===== config.mk =====
export PLATFORM = sky130hd
export DESIGN_NAME = bit_deserializer_flat
export DESIGN_NICKNAME = d
export VERILOG_FILES = /design/src/rtl/deser_pkg.sv /design/src/rtl/bit_deserializer_if.sv /design/src/rtl/bit_deserializer_sync_fifo.sv /design/src/rtl/bit_deserializer.sv /design/src/flat_wrapper.sv
export SDC_FILE = /design/constraint.sdc
export NUM_CORES = 1
export LEC_CHECK = 0
export ABC_AREA = 1
export CAP_MARGIN = 20
export CORE_MARGIN = 3
export CORE_UTILIZATION = 55
export DETAILED_ROUTE_END_ITERATION = 10
export GPL_ROUTABILITY_DRIVEN = 0
export PLACE_DENSITY = 0.85
export SYNTH_ARGS = -nofsm -noshare
export SYNTH_HDL_FRONTEND = slang
export SYNTH_SLANG_ARGS = --single-unit

===== constraint.sdc =====
create_clock -name clk -period 3.6 [get_ports clk]
set_input_delay 0.54 -clock clk [delete_from_list [all_inputs] [get_ports clk]]
set_output_delay 0.54 -clock clk [all_outputs]
set_load 0.05 [all_outputs]

===== src/rtl/deser_pkg.sv =====
// Shared types and width helpers for the bit deserializer slice.
package deser_pkg;

    // Default word width and the matching bit-counter width.
    localparam int unsigned DEF_WIDTH = 8;
    localparam int unsigned CNT_W     = $clog2(DEF_WIDTH);

    typedef enum logic [0:0] {
        IDLE  = 1'b0,
        ACCUM = 1'b1
    } state_e;

    // Width needed to hold 0..depth inclusive.
    function automatic int unsigned fill_w(input int unsigned depth);
        return $clog2(depth) + 1;
    endfunction

    // Width of a counter running 0..width-1 (at least one bit).
    function automatic int unsigned cnt_w(input int unsigned width);
        return (width > 1) ? $clog2(width) : 1;
    endfunction

endpackage


===== src/rtl/bit_deserializer_if.sv =====
// Valid/ready word interface between the deserializer and the parallel datapath.
interface bit_deserializer_if #(
    parameter int unsigned WIDTH = 8
) ();

    logic [WIDTH-1:0] word_out;
    logic             word_valid;
    logic             word_ready;

    modport master (
        output word_out,
        output word_valid,
        input  word_ready
    );

    modport slave (
        input  word_out,
        input  word_valid,
        output word_ready
    );

endinterface


===== src/rtl/bit_deserializer_sync_fifo.sv =====
// Small synchronous FIFO with push/pop, full/empty flags and an occupancy count.
// A push while full is accepted only when a pop frees the head slot on the same edge.
module sync_fifo
    import deser_pkg::*;
#(
    parameter int unsigned WIDTH = 8,
    parameter int unsigned DEPTH = 2
) (
    input  logic                       clk,
    input  logic                       rst,
    input  logic                       push_i,
    input  logic [WIDTH-1:0]           wdata_i,
    input  logic                       pop_i,
    output logic [WIDTH-1:0]           rdata_o,
    output logic                       full_o,
    output logic                       empty_o,
    output logic [fill_w(DEPTH)-1:0]   count_o
);

    localparam int unsigned PtrW = $clog2(DEPTH);
    localparam int unsigned CntW = fill_w(DEPTH);

    logic [WIDTH-1:0] mem_q [DEPTH];
    logic [PtrW-1:0]  wr_ptr_q;
    logic [PtrW-1:0]  rd_ptr_q;
    logic [CntW-1:0]  count_q;
    logic             do_push;
    logic             do_pop;

    assign full_o  = (count_q == CntW'(DEPTH));
    assign empty_o = (count_q == '0);
    assign count_o = count_q;
    // Head comes straight from storage; forced to zero when nothing is held.
    assign rdata_o = empty_o ? '0 : mem_q[rd_ptr_q];

    // Qualify push/pop against the current occupancy.
    always_comb begin
        do_pop  = pop_i && !empty_o;
        do_push = push_i && (!full_o || do_pop);
    end

    // Storage, pointers (wrap naturally since DEPTH is a power of two) and count.
    always_ff @(posedge clk) begin
        if (rst) begin
            for (int i = 0; i < int'(DEPTH); i++) begin
                mem_q[i] <= '0;
            end
            wr_ptr_q <= '0;
            rd_ptr_q <= '0;
            count_q  <= '0;
        end else begin
            if (do_push) begin
                mem_q[wr_ptr_q] <= wdata_i;
                wr_ptr_q        <= wr_ptr_q + PtrW'(1);
            end
            if (do_pop) begin
                rd_ptr_q <= rd_ptr_q + PtrW'(1);
            end
            unique case ({do_push, do_pop})
                2'b10:   count_q <= count_q + CntW'(1);
                2'b01:   count_q <= count_q - CntW'(1);
                default: count_q <= count_q;
            endcase
        end
    end

endmodule


===== src/rtl/bit_deserializer.sv =====
// Serial-to-parallel converter: undoes the upstream inversion, packs bits into
// WIDTH-bit words and buffers them in a FIFO behind a valid/ready interface.
module bit_deserializer
    import deser_pkg::*;
#(
    parameter int unsigned WIDTH     = 8,
    parameter int unsigned DEPTH     = 2,
    parameter bit          MSB_FIRST = 1'b1,
    parameter bit          INVERT_IN = 1'b1
) (
    input  logic                     clk,
    input  logic                     rst,
    input  logic                     bit_in,
    input  logic                     bit_valid,
    bit_deserializer_if.master       out_if,
    output logic                     overflow,
    input  logic                     overflow_clr,
    output logic [fill_w(DEPTH)-1:0] fill_level,
    output logic                     busy
);

    localparam int unsigned CntW = cnt_w(WIDTH);

    state_e           state_q;
    logic [CntW-1:0]  cnt_q;
    logic [WIDTH-1:0] sr_q;
    logic [WIDTH-1:0] sr_d;
    logic             overflow_q;
    logic             eff_bit;
    logic             word_done;
    logic             fifo_full;
    logic             fifo_empty;
    logic             pop;
    logic             drop;

    // Next shift-register value and word-completion / drop decisions.
    always_comb begin
        eff_bit = bit_in ^ INVERT_IN;
        if (MSB_FIRST) begin
            sr_d = {sr_q[WIDTH-2:0], eff_bit};
        end else begin
            sr_d = {eff_bit, sr_q[WIDTH-1:1]};
        end
        word_done = bit_valid && (cnt_q == CntW'(WIDTH - 1));
        pop       = !fifo_empty && out_if.word_ready;
        // A full FIFO only accepts the new word if the head leaves on this edge.
        drop      = word_done && fifo_full && !pop;
    end

    // Accumulation FSM, bit counter, shifter and sticky overflow flag.
    always_ff @(posedge clk) begin
        if (rst) begin
            state_q    <= IDLE;
            cnt_q      <= '0;
            sr_q       <= '0;
            overflow_q <= 1'b0;
        end else begin
            if (bit_valid) begin
                sr_q <= sr_d;
                if (word_done) begin
                    cnt_q   <= '0;
                    state_q <= IDLE;
                end else begin
                    cnt_q   <= cnt_q + CntW'(1);
                    state_q <= ACCUM;
                end
            end
            if (drop) begin
                overflow_q <= 1'b1;
            end else if (overflow_clr) begin
                overflow_q <= 1'b0;
            end
        end
    end

    sync_fifo #(
        .WIDTH (WIDTH),
        .DEPTH (DEPTH)
    ) u_fifo (
        .clk     (clk),
        .rst     (rst),
        .push_i  (word_done),
        .wdata_i (sr_d),
        .pop_i   (out_if.word_ready),
        .rdata_o (out_if.word_out),
        .full_o  (fifo_full),
        .empty_o (fifo_empty),
        .count_o (fill_level)
    );

    assign out_if.word_valid = !fifo_empty;
    assign overflow          = overflow_q;
    assign busy              = (state_q == ACCUM);

endmodule


===== src/flat_wrapper.sv =====
// flat-port wrapper written by rule: the top's interface ports become plain ports
module bit_deserializer_flat import deser_pkg::*;
#(
    parameter int unsigned WIDTH     = 8,
    parameter int unsigned DEPTH     = 2,
    parameter bit          MSB_FIRST = 1'b1,
    parameter bit          INVERT_IN = 1'b1
)
  (clk, rst, bit_in, bit_valid, overflow, overflow_clr, fill_level, busy, out_if_word_out, out_if_word_valid, out_if_word_ready);
  bit_deserializer_if #(.WIDTH(WIDTH)) out_if_i ();
  input  logic clk;
  input  logic rst;
  input  logic bit_in;
  input  logic bit_valid;
  output logic overflow;
  input  logic overflow_clr;
  output logic [fill_w(DEPTH)-1:0] fill_level;
  output logic busy;
  output wire logic [$bits(out_if_i.word_out)-1:0] out_if_word_out;
  output wire logic [$bits(out_if_i.word_valid)-1:0] out_if_word_valid;
  input wire logic [$bits(out_if_i.word_ready)-1:0] out_if_word_ready;
  assign out_if_word_out = out_if_i.word_out;
  assign out_if_word_valid = out_if_i.word_valid;
  assign out_if_i.word_ready = out_if_word_ready;
  bit_deserializer #(.WIDTH(WIDTH), .DEPTH(DEPTH), .MSB_FIRST(MSB_FIRST), .INVERT_IN(INVERT_IN)) u_core (.clk(clk), .rst(rst), .bit_in(bit_in), .bit_valid(bit_valid), .out_if(out_if_i), .overflow(overflow), .overflow_clr(overflow_clr), .fill_level(fill_level), .busy(busy));
endmodule

# == Word level (Yosys, flattened, before mapping) ==
# Memory sizes are Yosys's and may differ from the RTL's. A register that Yosys moved wholly into a read port is not among the register bits.
# Index checks and enable logic that the tools add are counted.
# word_totals
mem_bits_rw,16
in_bits,6
register_bits,16
memories,1
elab_cells,47
out_inout_bits,13
# mem_list
memory,depth,width,rd,rd_ports_with_merged_regs,write_ports,line,rtl
u_core.u_fifo.mem_q,2,8,1,1,2,bit_deserializer_sync_fifo.sv:23,logic [WIDTH-1:0] mem_q [DEPTH];
# classes
n_bitwise,1
add_sub_neg,5
mux,16
n_eq_ne,4
reduce_logical,13
# ops
operator,count
two-way mux 8 bit,2
two-way mux 1 bit,12
OR reduction 8 bit,1
logical AND 1 bit,5
"== test 2 bit, second input constant",2
one-hot mux 2 bit (2 select lines),1
nonzero test 2 bit,2
"adder 3 x 1 -> 3 bit, second input constant",1
"== test 3 bit, second input constant",1
logical NOT 1 bit,3
two-way mux 3 bit,1
"adder 1 bit, second input constant",2
"adder 2 x 1 -> 2 bit, second input constant",1
"== test 2 x 1 -> 1 bit, second input constant",1
logical NOT 2 bit,1
"subtractor 2 x 1 -> 2 bit, second input constant",1
logical OR 1 bit,1
NOT 1 bit,1

# == Longest topological paths before layout ==
# depth
word_depth,10
ltp_mapped,9
mapped_depth_nobuf,9

# == Hierarchy ==
# From an unflattened synthesis, not the netlist that was laid out.
# hier_totals
hier_cells,166
hier_area_um2,1436.4
# by_module_without_submodules
mod,cells_each,instances,seq_area_each_um2,area_each_um2
sync_fifo,107,1,580.6,972.2
bit_deserializer,59,1,240.2,464.2

# == Worst setup path after synthesis ==
# No wires, ideal clock.
# synth_timing
path_kind,reg2out
from,register u_core.u_fifo.count_q[1] (netlist: u_core.u_fifo.count_o[1])
to,output port out_if_word_out[0]
path_buffers,0
required_time_ps,3060
path_stages_with_launch,5
arrival_ps,2048
path_slack_ps,1012
path_cell_list,dfxtp_1 inv_1 nand2_2 inv_1 a21oi_1
# synth_between
elab_chain_cells,2
# synth_lines
element,line,rtl
from (decl),bit_deserializer_sync_fifo.sv:26,logic [CntW-1:0] count_q;
from (signal assigned),bit_deserializer_sync_fifo.sv:60,2'b10: count_q <= count_q + CntW'(1);
from (signal assigned),bit_deserializer_sync_fifo.sv:61,2'b01: count_q <= count_q - CntW'(1);
from (signal assigned),bit_deserializer_sync_fifo.sv:62,default: count_q <= count_q;
logical NOT 2 bit,bit_deserializer_sync_fifo.sv:31,assign empty_o = (count_q == '0);
two-way mux 8 bit,bit_deserializer_sync_fifo.sv:34,assign rdata_o = empty_o ? '0 : mem_q[rd_ptr_q];
to (decl),flat_wrapper.sv:19,output wire logic [$bits(out_if_i.word_out)-1:0] out_if_word_out;
# No other way between the ends.

# == Final worst setup path ==
# layout_timing
from,register u_core.u_fifo.count_q[1] (netlist: u_core.u_fifo.count_o[1])
to,output port out_if_word_out[1]
# The elaborated chain is that of the path after synthesis.

==> flow_metrics.tcl <==
set metrics [dict create \
    max-vdd-ir-drop_v 0.000364 \
    cts_resized 0 \
    yosys.area.top_type "edfxtp_1" \
    synth_edf_count 16 \
    drv_slew 0 \
    yosys-top-cells-area "edfxtp_1 (35%), dfxtp_1 (25%), nand2_1 (8.2%), a21oi_1 (7.7%), nor2_1 (6.0%)" \
    grtUsageTotal_pct 16.8 \
    crit_path_start "u_core.u_fifo.count_o[1]$_SDFFE_PP0P_" \
    drive_above_1_share_pct 7.39 \
    synth-xor-area-share_pct 0 \
    synth_area_per_cell_um2 8.91 \
    rsz0062_at_grt "false" \
    max_cap_violations 0 \
    cp-end-kind "output pin" \
    cp_cell_sequence "inv_1 -> nand2_2 -> inv_1 -> a21oi_1 -> clkdlybuf4s50_1" \
    synth_cells 154 \
    n_antenna_cell 0 \
    synth-compound-area-share_pct 12.8 \
    crit_type "reg2out" \
    routed_wl_um 2360 \
    clk-insertion-delay-late_ns 0.33 \
    drtIter0Drc 16 \
    setup_viol_count_final 0 \
    initial_utilization_pct 59.7 \
    ant_nets 0 \
    tritoncts "built" \
    dpl_cell_area_mm2 0.00157 \
    min_path_type "reg2reg" \
    critPathTopFamily "buffers and inverters" \
    status "completed" \
    grt_max_degree 22 \
    multi_input_area_um2 462 \
    async_flop_share_pct 0 \
    ys_ff_latch 33 \
    cp.arrival_ns 2.09 \
    overflow 0 \
    grt_pass1_vias 1014 \
    max_stage_delay_ns 0.82 \
    dieArea_mm2 0.00313 \
    antenna_found_initial 0 \
    final.setup.tns_ns 0 \
    setup_ws_ns 0.973 \
    synthFlopType "dfxtp_1" \
    num_vias 1071 \
    path_buf_inv 3 \
    synth-simple-area-share_pct 19.1 \
    worst_pin_slew_ns 0.574 \
    final_cell_area_mm2 0.00165 \
    crit_fanout 8 \
    io-pin-count 19 \
    core_mm2 0.00230 \
    crit_path_top_delay_cell "clkdlybuf4s50_1" \
    synth_mux_area_share_pct 0 \
    synth_top_area_share_pct 35.0 \
    grt_pass1_wl_um 3960 \
    crit_top_cell "inv_1" \
    critPathLaunchType "flip-flop" \
    finalPower_uw 707 \
    hold_start "u_core.overflow$_SDFFE_PP0P_" \
    r2r-start "u_core.cnt_q[0]$_SDFFE_PP0P_" \
    synth_top_family_by_area "simple AND/OR/NAND/NOR gates" \
    synth_cell_type_count 18 \
    fmax_mhz 381 \
    p_per_area_mw_per_mm2 429 \
    clk_pin_slew_ns 0.10 \
    drc 0 \
    leakage_uw 0.000642 \
    placementRows 17 \
    pre_cts_slack_ns 0.931 \
    cts_buffer_depth 2 \
    num-nets-final 183 \
    holdBufCountCts 0 \
    n_fill_cell 183 \
    die_w_um 56.0 \
    post-route-util_pct 71.8 \
    seq_area_um2 821 \
    numCtsBuffers 5 \
    syn_nets 162 \
    layout_min_cycle_time_ns 2.63 \
    slew_headroom_pct 61.6 \
    synthAdderAreaFrac_pct 1.82 \
    clock-root-buffer "clkbuf_4" \
    avgViaCountPerCell 5.25 \
    skew_ns 0.00588 \
    cp.required_ns 3.06 \
    die_h_um 56.0 \
    synth_common_cells "nand2_1 (30), nor2_1 (22), a21oi_1 (21), dfxtp_1 (17), inv_1 (17)" \
    finalHoldViolCount 0 \
    io_buffers 18 \
    fin_crit_sh_pct 73.0 \
    drtPass1Iterations 4 \
    cts_sinks 33 \
    hpwl_um 1770 \
    seq_area_frac_synth_pct 59.8 \
    yosys_warnings 0 \
    cts_setup_buffers 0 \
    netlist_area_mm2 0.00137 \
    htreeDepth 2 \
    synth_most_common_cell "nand2_1" \
    area_growth_pct 20.1 \
    wl_per_cell_um 11.6 \
]
## cells by family after synthesis
logic type                 after synthesis
buffers and inverters                   23
adders and majority gates                2
DFF                                     33
and+or+nand+nor                         62
AOI/OAI and AO/OA                       34
## power by group
part	leakage (uW)	internal, uW	switching [uW]	total, uW
sequential	0.000305	406	5.52	412
clock	0.0000437	138	118	256
combinational	0.000294	13.4	25.5	39.0
## placed cells by master, fill, tap and decap left out
| cell type | Yosys | final |
|---|---|---|
| a211oi_1 | 1 | 1 |
| a21oi_1 | 21 | 21 |
| a31oi_1 | 2 | 2 |
| clkbuf_1 | 1 | 1 |
| clkbuf_16 | 0 | 1 |
| clkbuf_4 | 0 | 5 |
| clkbuf_8 | 0 | 1 |
| clkdlybuf4s50_1 | 0 | 18 |
| dfxtp_1 | 17 | 17 |
| edfxtp_1 | 16 | 16 |
| ha_1 | 2 | 2 |
| inv_1 | 17 | 17 |
| inv_2 | 2 | 2 |
| nand2_1 | 30 | 30 |
| nand2_2 | 2 | 2 |
| nand3_1 | 5 | 5 |
| nand3_2 | 1 | 1 |
| nand4_1 | 1 | 1 |
| nand4_2 | 1 | 1 |
| nor2_1 | 22 | 22 |
| o21ai_0 | 10 | 10 |
## through the flow
| stage | hold WS (ns) | cells |
|---|---|---|
| after floorplan | 0.442 | 154 |
| after detailed placement | 0.473 | 196 |
| after global placement | 0.454 | 196 |
| final | 0.483 | 204 |
| after CTS | 0.488 | 204 |
| after global routing | 0.508 | 204 |
## registers in the layout, summed over array words and instances (netlist names), named ones only
signal	cells
u_core.sr_q	7
u_core.u_fifo.wr_ptr_q	1
u_core.u_fifo.mem_q	16
u_core.u_fifo.count_o	2
u_core.u_fifo.rd_ptr_q	1
u_core.cnt_q	3
u_core.busy	1
u_core.overflow	1
## routing by layer
layer  vias to the layer above  share of wire [%]  GRT usage (%)
li1                        555                  -              -
met1                       477                 42           16.8
met2                        27                 48           29.1
met3                        12                5.3           5.57
met4                         0                4.7           11.9
met5                         -                  0              0
## worst register-to-register path, stage by stage, from the launching register on
cell and delay, ns:
dfxtp_1 0.36, ha_1 0.16, ha_1 0.18, nand2_1 0.11, inv_2 0.16, nand2_1 0.08, nor2_1 0.12, nand2_2 0.13
nand2_1 0.28
## worst paths after layout
path	slack, ns	to	cells past startpoint
min reg2reg	0.48	u_core.overflow$_SDFFE_PP0P_	2
min	0.48	u_core.overflow$_SDFFE_PP0P_	2
max reg2reg	1.71	u_core.u_fifo.mem_q[0][7]$_SDFFCE_PN0P_	8
max	0.97	out_if_word_out[1]	5
## layout make-up
class | instances | area share [%]
flip-flops and latches | 33 | 49.8
multi-input cells | 98 | 28.0
repair buffers | 18 | 10.9
clock buffers | 8 | 4.86
inverters | 19 | 4.32
well taps | 28 | 2.12
Note: power is estimated with default switching activity, not from simulation.
